**config.mk**
```make
export PLATFORM = sky130hd
export DESIGN_NAME = ab_opt_acc
export DESIGN_NICKNAME = d
export VERILOG_FILES = /design/src/rtl/ab_opt_acc.sv
export SDC_FILE = /design/constraint.sdc
export NUM_CORES = 1
export LEC_CHECK = 0
export ABC_CLOCK_PERIOD_IN_PS = 5800
export CAP_MARGIN = 20
export CORE_ASPECT_RATIO = 0.75
export CORE_MARGIN = 1
export CORE_UTILIZATION = 55
export CTS_BUF_LIST = sky130_fd_sc_hd__clkbuf_2
export DETAILED_ROUTE_END_ITERATION = 16
export PLACE_DENSITY = 0.85
export SYNTH_ARGS = -nofsm -noshare
export SYNTH_HDL_FRONTEND = slang
export SYNTH_SLANG_ARGS = --single-unit
```
**constraint.sdc**
```tcl
create_clock -name clk -period 5.8 [get_ports clk]
set_input_delay 0.87 -clock clk [delete_from_list [all_inputs] [get_ports clk]]
set_output_delay 0.87 -clock clk [all_outputs]
set_load 0.1 [all_outputs]
```
**src/rtl/ab_opt_acc.sv**
```systemverilog
// ab_opt_acc: batch accumulator placed downstream of the ab_opt arithmetic stage.
// Latency: res_valid rises the cycle after the LEN-th accepted sample.
// Backpressure: in_ready is high only in ACC; the result is held in HOLD until res_ready.
//
// Ports:
//   clk, rst (async, active high)      : clock and reset
//   start, abort                       : begin a batch (IDLE only) / return to IDLE from anywhere
//   op_sel, aplusb, aminusb, amultb    : operand select and the three ab_opt results
//   in_valid / in_ready                : sample handshake
//   res_data, res_valid / res_ready    : signed batch total handshake
//   ovf, err, busy                     : sticky overflow, sticky illegal select, not-IDLE
//
// Optional build macro AB_ACC_SAT_EN: when defined the accumulator saturates on
// signed overflow instead of wrapping modulo 2^ACC_W.
module ab_opt_acc #(
    parameter int LEN   = 4,
    parameter int ACC_W = 16
) (
    input  logic             clk,
    input  logic             rst,
    input  logic             start,
    input  logic             abort,
    input  logic [1:0]       op_sel,
    input  logic [4:0]       aplusb,
    input  logic [4:0]       aminusb,
    input  logic [7:0]       amultb,
    input  logic             in_valid,
    output logic             in_ready,
    output logic [ACC_W-1:0] res_data,
    output logic             res_valid,
    input  logic             res_ready,
    output logic             ovf,
    output logic             err,
    output logic             busy
);

    typedef enum logic [1:0] {
        ST_IDLE = 2'd0,
        ST_ACC  = 2'd1,
        ST_HOLD = 2'd2
    } state_t;

    localparam logic [7:0] LP_LAST = 8'(LEN - 1);

    state_t           r_state;
    state_t           w_state_nxt;
    logic [ACC_W-1:0] r_acc;
    logic [7:0]       r_cnt;
    logic [ACC_W-1:0] r_res;
    logic             r_ovf;
    logic             r_err;

    logic [ACC_W-1:0] w_operand;
    logic             w_illegal;
    logic [ACC_W-1:0] w_sum;
    logic             w_ovf_add;
    logic [ACC_W-1:0] w_acc_nxt;
    logic             w_xfer;
    logic             w_last;

    // Operand extension: sum and product are unsigned, difference is 5-bit signed.
    always_comb begin
        w_operand = '0;
        w_illegal = 1'b0;
        case (op_sel)
            2'b00:   w_operand = {{(ACC_W-5){1'b0}}, aplusb};
            2'b01:   w_operand = {{(ACC_W-5){aminusb[4]}}, aminusb};
            2'b10:   w_operand = {{(ACC_W-8){1'b0}}, amultb};
            default: w_illegal = 1'b1;  // counts as a sample contributing zero
        endcase
    end

    assign w_sum = r_acc + w_operand;

    // Signed overflow: both addends share a sign and the result's sign differs.
    assign w_ovf_add = (r_acc[ACC_W-1] == w_operand[ACC_W-1]) &&
                       (w_sum[ACC_W-1] != r_acc[ACC_W-1]);

`ifdef AB_ACC_SAT_EN
    // Clamp toward the operand's sign; later samples continue from the clamp.
    always_comb begin
        w_acc_nxt = w_sum;
        if (w_ovf_add) begin
            w_acc_nxt = w_operand[ACC_W-1] ? {1'b1, {(ACC_W-1){1'b0}}}
                                           : {1'b0, {(ACC_W-1){1'b1}}};
        end
    end
`else
    assign w_acc_nxt = w_sum;
`endif

    assign w_xfer = (r_state == ST_ACC) && in_valid;
    assign w_last = (r_cnt == LP_LAST);

    always_ff @(posedge clk or posedge rst) begin
        if (rst) begin
            r_state <= ST_IDLE;
        end else begin
            r_state <= w_state_nxt;
        end
    end

    // Outputs decode the current state; abort only overrides the next state,
    // so res_valid drops on the following cycle.
    always_comb begin
        w_state_nxt = r_state;
        in_ready    = 1'b0;
        res_valid   = 1'b0;
        busy        = 1'b0;
        case (r_state)
            ST_IDLE: begin
                if (start) w_state_nxt = ST_ACC;
            end
            ST_ACC: begin
                in_ready = 1'b1;
                busy     = 1'b1;
                if (w_xfer && w_last) w_state_nxt = ST_HOLD;
            end
            ST_HOLD: begin
                res_valid = 1'b1;
                busy      = 1'b1;
                if (res_ready) w_state_nxt = ST_IDLE;
            end
            default: w_state_nxt = ST_IDLE;
        endcase
        if (abort) w_state_nxt = ST_IDLE;
    end

    always_ff @(posedge clk or posedge rst) begin
        if (rst) begin
            r_acc <= '0;
            r_cnt <= '0;
            r_res <= '0;
            r_ovf <= 1'b0;
            r_err <= 1'b0;
        end else if (abort) begin
            // A sample offered in the same cycle is dropped; r_res keeps the last total.
            r_acc <= '0;
            r_cnt <= '0;
            r_ovf <= 1'b0;
            r_err <= 1'b0;
        end else if (r_state == ST_IDLE) begin
            if (start) begin
                r_acc <= '0;
                r_cnt <= '0;
                r_ovf <= 1'b0;
                r_err <= 1'b0;
            end
        end else if (w_xfer) begin
            r_acc <= w_acc_nxt;
            r_cnt <= r_cnt + 8'd1;
            r_ovf <= r_ovf | w_ovf_add;
            r_err <= r_err | w_illegal;
            // Capture the final total so it stays stable through HOLD and IDLE.
            if (w_last) r_res <= w_acc_nxt;
        end
    end

    assign res_data = r_res;
    assign ovf      = r_ovf;
    assign err      = r_err;

endmodule

```
# ---- Word level (Yosys, flattened, before mapping)
# Index checks and enable logic that the tools add are counted.
dict set report totals {
  inputBits 26
  regBits 44
  wordCells 58
  output_inout_bits 21
}
dict set report classes {
  n_addsub 2
  n_bitwise 4
  n_mux 25
  eq_ne 10
  reduce_logical 11
}
# operator count
set ops {}
lappend ops {{$mux W16} 4}
lappend ops {{$pmux W16 S3} 1}
lappend ops {{$mux W8} 4}
lappend ops {{$add A16 B16 Y16} 1}
lappend ops {{$mux W1} 11}
lappend ops {{$add A8 B1 Y8 const B} 1}
lappend ops {{$eq A8 B2 Y1 const B} 1}
lappend ops {{$mux W2} 4}
lappend ops {{$ne A3 B3 Y1 const B} 2}
lappend ops {{$pmux W2 S3} 1}
lappend ops {{$eq A2 B1 Y1 const B} 2}
lappend ops {{$eq A2 B2 Y1 const B} 2}
lappend ops {{$logic_not A2 Y1} 2}
lappend ops {{$reduce_and A4 Y1} 1}
lappend ops {{$logic_and A1 B1 Y1} 3}
lappend ops {{$ne A3 B2 Y1 const B} 1}
lappend ops {{$reduce_and A3 Y1} 1}
lappend ops {{$reduce_bool A3 Y1} 1}
lappend ops {{$reduce_or A3 Y1} 1}
lappend ops {{$not A1 Y1} 2}
lappend ops {{$or A1 B1 Y1} 2}
lappend ops {{$reduce_and A2 Y1} 1}
lappend ops {{$reduce_or A2 Y1} 1}
lappend ops {{$eq A1 B1 Y1} 1}
lappend ops {{$ne A1 B1 Y1} 1}

# ---- Depth between registers and ports, before layout
# Gate-level depths: netlist (run 1).
dict set report logic_depth {
  depth_word 9
  mapped_depth 13
  ltp_nobuf 12
}

# ---- Worst setup path after synthesis (run 1)
# No wires, ideal clock.
dict set report synth_path {
  path_kind {in2reg}
  startpoint {input port op_sel[1]}
  endpoint {register r_res[15] (netlist: res_data[15])}
  stages 12
  arrival_ns 3.402
  setup_ns 0.126
  n_path_buf 2
  path_slack_ns 2.272
  required_ns 5.674
  cell_sequence {clkbuf_1 > nor2b_1 > nand2_1 > inv_1 > ha_1 > buf_2 > a21o_1 > o21bai_1 > a21oi_1 > o21ai_4 > xnor3_1 > mux2_2}
}
dict set report synth_between {
  elab_chain_cells 3
  elab_cells_between_ends 5
  cone_classes {1 x add/sub; 2 x eq/ne; 1 x mux; 1 x reduce/logical}
}
# item line_no
set synth_rtl {}
lappend synth_rtl {{start: declaration} 23} ;# input logic [1:0] op_sel,
lappend synth_rtl {{$eq A2 B2 Y1, or another cell as far along} 65} ;# case (op_sel)
lappend synth_rtl {{$pmux W16 S3 (*)} 65}
lappend synth_rtl {{$add A16 B16 Y16 (*)} 73} ;# assign w_sum = r_acc + w_operand;
lappend synth_rtl {{end signal: assignment} 155} ;# if (w_last) r_res <= w_acc_nxt;
lappend synth_rtl {{end: declaration} 49} ;# logic [ACC_W-1:0] r_res;
# Every way passes the cells marked *; elsewhere a longest branch is shown, timed or not.
# A chain may end at the register's enable or synchronous reset.

# ---- Worst setup path after layout (run 1)
# Ends and elaborated chain as after synthesis.

==> impl_metrics.ini, run 1 <==
[clocking]
cts.htree.levels = 2
clk_path_buf_depth = 2
tritoncts_clock_tree = done
clkTransAtPathRegs_ns = 0.23
number_of_hold_buffers_added_after_cts = 0
clock_sink_count = 44
post_cts.repair.setup_buffers = 0
clock_insertion_delay_worst_skew_ns = 0.43
cts_root_buf = sky130_fd_sc_hd__clkbuf_2
cts_buffers = 5
cts_repair_resize_count = 0

[synthesis]
yosys_warning_count = 0
synth_top_family_by_area = compound AO/OA/AOI/OAI gates
synth_compound_area_frac = 0.183
yosys.area_share.adder = 0.0988
muxShareOfSynthArea = 0.0905
synth_largest_type_area_fraction = 0.402
synth_xor_xnor_area_share = 0.0594
number_of_instances_in_the_synthesized_netlist = 273
total_nets_after_synthesis = 320
ys_dominant_reg_cell = sky130_fd_sc_hd__dfrtp_1
synthDistinctLibCells = 48
post-synth-top-count-cell = sky130_fd_sc_hd__dfrtp_1
synth_commonest_cells = 44 x sky130_fd_sc_hd__dfrtp_1, 26 x sky130_fd_sc_hd__nand2_1, 20 x sky130_fd_sc_hd__ha_1, 16 x sky130_fd_sc_hd__nor2_1, 15 x sky130_fd_sc_hd__a21oi_1
synth.largest_area_cell = sky130_fd_sc_hd__dfrtp_1
synth_async_sr_flop_share = 1.00
postSynthRegisterBits = 44
synth_sequential_area_ratio = 0.402
avgSynthCellArea_sq_um = 10.0
yosys-top-cells-area = sky130_fd_sc_hd__dfrtp_1 40%, sky130_fd_sc_hd__ha_1 9.1%, sky130_fd_sc_hd__mux2_2 5.8%, sky130_fd_sc_hd__a22o_1 4.5%, sky130_fd_sc_hd__nand2_1 3.6%
synth_area_sq_um = 2740
synth_edf_count = 0
yosys.area_share.simple = 0.132

[timing]
timing.final.crit_share = 0.670
final.setup.tns_ns = 0
final.setup.worst_slack_ns = 1.91
fin_hold_ws_ns = 0.516
rsz0062_at_grt = false
setup_viol_count_final = 0
final-hold-violation-count = 0
tightestPinTransition_ns = 0.989
final_critical_path_required_period_ns = 3.89
max_freq_mhz = 257
final.setup_skew_ns = 0.0285
final_max_slew_viol_count = 0
max_slew_margin = 0.339

[drt]
wl_per_cell_um = 16.0
drc = 0
overall_via_count_from_detail_route = 2234
wirelength_um = 6000
postRouteAntennaNets = 0
route.detailed.vias_per_inst = 5.94
iter_0_drt_violations = 149
drt_first_pass_iters = 4

[grt]
grt_pass1_wl_um = 9900
grt_pass1_vias = 2113
largest_net_degree_at_the_start_of_global_routing = 45
grt_overflow = 0
antenna_found_initial = 0
gr-usage-all-layers = 0.236

[critical_path]
crit_path_top_delay_cell = sky130_fd_sc_hd__clkdlybuf4s50_1
critPathTopFamily = buffers and inverters
timing.critical_path.required_ns = 6.14
crit_path_start_kind = primary input
cp_cell_sequence = clkdlybuf4s50_1, nor2b_1, nand2_1, inv_1, ha_1, a21o_1, o21bai_1, a21oi_1, o21ai_4, xnor3_1, mux2_2
critical_path.reg2reg.startpoint = r_acc[0]$_DFFE_PP0P_
worstPathMaxFanout = 11
timing.setup.critical_path_class = primary input to flop
max_stage_delay_ns = 0.61
end_kind = flop
worst-path-buf-inv = 2
worst_setup_path_startpoint = op_sel[1]
crit_path_dat_ns = 4.23

[floorplanning]
coreArea_sq_um = 4620
die_area_sq_um = 5260
dieWidth_um = 83.4
die_h_um = 63.1
starting_density_of_the_core = 0.592
number_of_top_level_pins = 47
floorplan.rows = 21

[pwr]
leak_pwr_nw = 1.54
power.density_cell_area_nw_per_um2 = 179
ir_worst_vdd_v = 0.000111

[final_layout]
postLayoutCellArea_sq_um = 3280
nNetsFinal = 365
area_growth_pct = 19.9
drive_gt1_frac = 0.0940
antenna_cells_inserted = 0
count_of_fill_cells_added_during_filler_insertion = 362

[job]
drv.max_cap_violation_count = 0

[outcome]
outcome = finished clean

[placement]
placed_area_sq_um = 3230
pre_cts_slack_ns = 1.52
place_hpwl_um = 4410
finalWeightedCongestion = 0.887
port_buffers = 46

[worst_hold_path]
holdCritPathClass = flop to flop
hold_start = res_data[1]$_DFFE_PP0P_
[state kept, by name, indices dropped and copies added (netlist names)]
register and cells:
r_acc 16, err 1, r_cnt 8, r_state 2
res_data 16, ovf 1
[per-stage QoR]
| stage | cells | utilization | total power, mW |
|---|---|---|---|
| finish | 376 | 0.709 | 0.586 |
| global route | 376 | 0.709 | 0.615 |
| CTS | 376 | 0.709 | 0.590 |
| detailed placement | 368 | 0.699 | 0.456 |
| global placement | 368 | 0.699 | 0.452 |
| floorplan | 273 | - | 0.415 |
[power breakdown]
part           total, mW  switching, mW  internal, mW  leakage [nW]
logic              0.136         0.0891        0.0470         0.900
clock network      0.135          0.105        0.0300        0.0252
registers          0.314        0.00335         0.311         0.614
total              0.586          0.198         0.388          1.54
[final timing paths]
kind	to	slack (ns)	depth (start not counted)
worst max register to register	res_data[14]$_DFFE_PP0P_	3.31	9
worst max-delay path	res_data[15]$_DFFE_PP0P_	1.91	11
worst min register to register	res_data[1]$_DFFE_PP0P_	0.52	2
min in group asynchronous	r_acc[15]$_DFFE_PP0P_	0.84	3
worst min-delay path	res_data[1]$_DFFE_PP0P_	0.52	2
max in group asynchronous	r_acc[12]$_DFFE_PP0P_	4.57	3
[routing by layer]
metal	vias up	global-route usage	share of wire	routed length, um
li1	1074	-	-	-
met3	8	0.0564	0.072	435
met1	1081	0.332	0.46	2790
met5	-	0	0	0
met2	71	0.369	0.45	2720
met4	0	0.0636	0.0098	59
[cell usage in the layout (no fill, tap or decap), drive strengths merged, types with 7 or more instances in the layout]
master          n
mux2i           9
nor2           17
a22o           14
mux2           14
nand3           7
clkdlybuf4s50  46
ha             20
nor3            9
o21ai          15
xnor2           8
inv            11
a21oi          15
dfrtp          44
nand2          26
xor2            8
[layout make-up]
cell class              instances  area (sq um)  share of cell area
repair buffers                 48           475               0.145
multi-input cells             208          1540               0.470
clock buffers                   5          25.0             0.00763
flip-flops and latches         44          1100               0.336
clock inverters                 3          23.8             0.00725
well taps                      57          71.3              0.0217
inverters                      11          41.3              0.0126
[tightest hold or removal path: cells and delay by family, from the launching register on]
kind,cells,cell delay [ns]
compound gates,1,0.06
flops,1,0.40
simple gates,1,0.05
[cells by family (layout without fill, tap and decap cells)]
kind of cell | after synthesis | count (layout)
flip-flops | 44 | 44
XOR/XNOR | 17 | 17
adder cells (fa/ha/maj) | 21 | 21
AO/OA/AOI/OAI | 71 | 71
buffers and inverters | 21 | 67
multiplexers | 23 | 23
AND/OR/NAND/NOR | 76 | 76
Note: power is estimated with default switching activity, not from simulation.
==> run 2: changes to the inputs <==
ABC_CLOCK_PERIOD_IN_PS = 3250   (was 5800)
CORE_UTILIZATION = 50   (was 55)
PLACE_DENSITY = 0.82   (was 0.85)
clock period = 3.25 ns   (was 5.8 ns; I/O delays follow)
==> run 2 against run 1 <==
  * Routed wire length is 7.7% higher
  * Worst hold slack worse by 0.066 ns
  * Clock power is 140% higher
  * Register-to-register slack worse by 2.5 ns
  * Critical path depth is 4 higher
  * Final cell count is 12% higher
  * Largest cell class unchanged
==> impl_metrics.ini, run 2 (same netlist as run 1, synthesis figures left out) <==
[outcome]
outcome = finished clean

[placement]
port_buffers = 46
finalWeightedCongestion = 0.822
placed_cells = 414
place_hpwl_um = 4820
pre_cts_slack_ns = -0.247
placed_area_sq_um = 3460

[drt]
wl_per_cell_um = 15.3
met2_wirelength_um = 2970
wl_met3_um = 322
route.detailed.vias_per_inst = 5.56
postRouteAntennaNets = 0
met1_routed_wirelength_after_detailed_routing_um = 3110
drc = 0
maxUsedRoutingLayer = met4
iter_0_drt_violations = 104
drt_first_pass_iters = 4
wirelength_um = 6470
overall_via_count_from_detail_route = 2345

[floorplanning]
dieWidth_um = 87.4
die_area_sq_um = 5780
die_h_um = 66.1
starting_density_of_the_core = 0.540
coreArea_sq_um = 5060
floorplan.rows = 22
number_of_top_level_pins = 47

[clocking]
cts_root_buf = sky130_fd_sc_hd__clkbuf_2
tritoncts_clock_tree = done
clk_path_buf_depth = 2
number_of_hold_buffers_added_after_cts = 0
clock_insertion_delay_worst_skew_ns = 0.44
clock_sink_count = 44
cts.htree.levels = 2
cts_repair_resize_count = 0
post_cts.repair.setup_buffers = 0
cts_buffers = 5
clkTransAtPathRegs_ns = 0.26

[final_layout]
count_of_fill_cells_added_during_filler_insertion = 418
layout.cells.most_common_list = 44 x sky130_fd_sc_hd__dfrtp_1, 43 x sky130_fd_sc_hd__buf_4, 36 x sky130_fd_sc_hd__clkdlybuf4s50_1, 26 x sky130_fd_sc_hd__nand2_1, 20 x sky130_fd_sc_hd__ha_1
final-instance-count-excl-fill = 422
postLayoutCellArea_sq_um = 3530
final_core_utilization = 0.697
nNetsFinal = 396
antenna_cells_inserted = 0
drive_gt1_frac = 0.203
area_growth_pct = 29.0
final_common_cell = sky130_fd_sc_hd__dfrtp_1

[grt]
gr-usage-all-layers = 0.251
grt_pass1_wl_um = 11100
antenna_found_initial = 0
grt_overflow = 0
largest_net_degree_at_the_start_of_global_routing = 45
grt_pass1_vias = 2375

[timing]
final.setup.worst_slack_ns = 0.190
max_slew_margin = 0.332
max_freq_mhz = 327
final_critical_path_required_period_ns = 3.06
final.setup_skew_ns = 0.0290
rsz0062_at_grt = false
timing.final.crit_share = 0.942
final-hold-violation-count = 0
setup_viol_count_final = 0
final_max_slew_viol_count = 0
fin_hold_ws_ns = 0.450
tightestPinTransition_ns = 0.998
final.setup.tns_ns = 0

[worst_hold_path]
holdCritPathClass = primary input to asynchronous set/reset pin

[critical_path]
timing.setup.critical_path_class = primary input to flop
max_stage_delay_ns = 0.57
end_kind = flop
timing.critical_path.required_ns = 3.59
reg2regPathDepth = 9
crit_path_dat_ns = 3.40
crit_path_start_kind = primary input
crit_path_frequent_cell = sky130_fd_sc_hd__buf_4
cp_cell_sequence = clkdlybuf4s50_1, buf_4, mux2i_1, nor2_1, a21oi_1, inv_1, ha_1, a211oi_1, buf_4, nor3_2, nor2_2, buf_4, o21bai_1, xor2_1, mux2_2
crit_path_top_delay_cell = sky130_fd_sc_hd__clkdlybuf4s50_1
worstPathMaxFanout = 5

[pwr]
p_total_mw = 1.15
power.density_cell_area_nw_per_um2 = 326
ir_worst_vdd_v = 0.000163
leak_pwr_nw = 1.73

[job]
drv.max_cap_violation_count = 0
[run 2: where the power goes]
group / switching [mW] / internal [mW]
sequential: 0.00620 / 0.555
combinational: 0.163 / 0.0969
clock: 0.197 / 0.132
total: 0.367 / 0.784
[run 2: path summary, 6_finish.rpt]
kind / slack, ns / startpoint / endpoint
max: 0.19 / op_sel[1] / res_data[11]$_DFFE_PP0P_
min: 0.45 / rst / r_cnt[0]$_DFFE_PP0P_
max reg2reg: 0.85 / r_acc[0]$_DFFE_PP0P_ / res_data[14]$_DFFE_PP0P_
min reg2reg: 0.52 / res_data[1]$_DFFE_PP0P_ / res_data[1]$_DFFE_PP0P_
max in group asynchronous: 2.40 / rst / r_state[0]$_DFFE_PP0P_
min in group clk: 0.52 / res_data[1]$_DFFE_PP0P_ / res_data[1]$_DFFE_PP0P_
[run 2: cell type report]
| type | instances | area (sq um) | share of cell area |
|---|---|---|---|
| Multi-Input combinational cell | 208 | 1540 | 0.437 |
| Timing Repair Buffer | 79 | 683 | 0.194 |
| Sequential cell | 44 | 1100 | 0.312 |
| Inverter | 11 | 41.3 | 0.0117 |
| Tap cell | 72 | 90.1 | 0.0255 |
| Clock inverter | 3 | 46.3 | 0.0131 |
| Clock buffer | 5 | 25.0 | 0.00709 |
[run 2: metal layers]
layer  vias up  global-route usage
li1       1139                   -
met3         7              0.0487
met1      1140               0.336
met5         -                   0
met2        59               0.421
met4         0              0.0594
[run 2: critical path: cells and delay by family]
family	cells	cell delay, ns
fa+ha+maj	1	0.29
mux	2	0.47
buf+inv	5	1.11
compound gates	3	0.58
xor+xnor	1	0.16
simple gates	3	0.29
==> run 3: changes to the inputs <==
ABC_CLOCK_PERIOD_IN_PS = default   (was 3250)
==> results of run 3 <==
No change in the layout: final DEF, timing and power equal those of run 2.
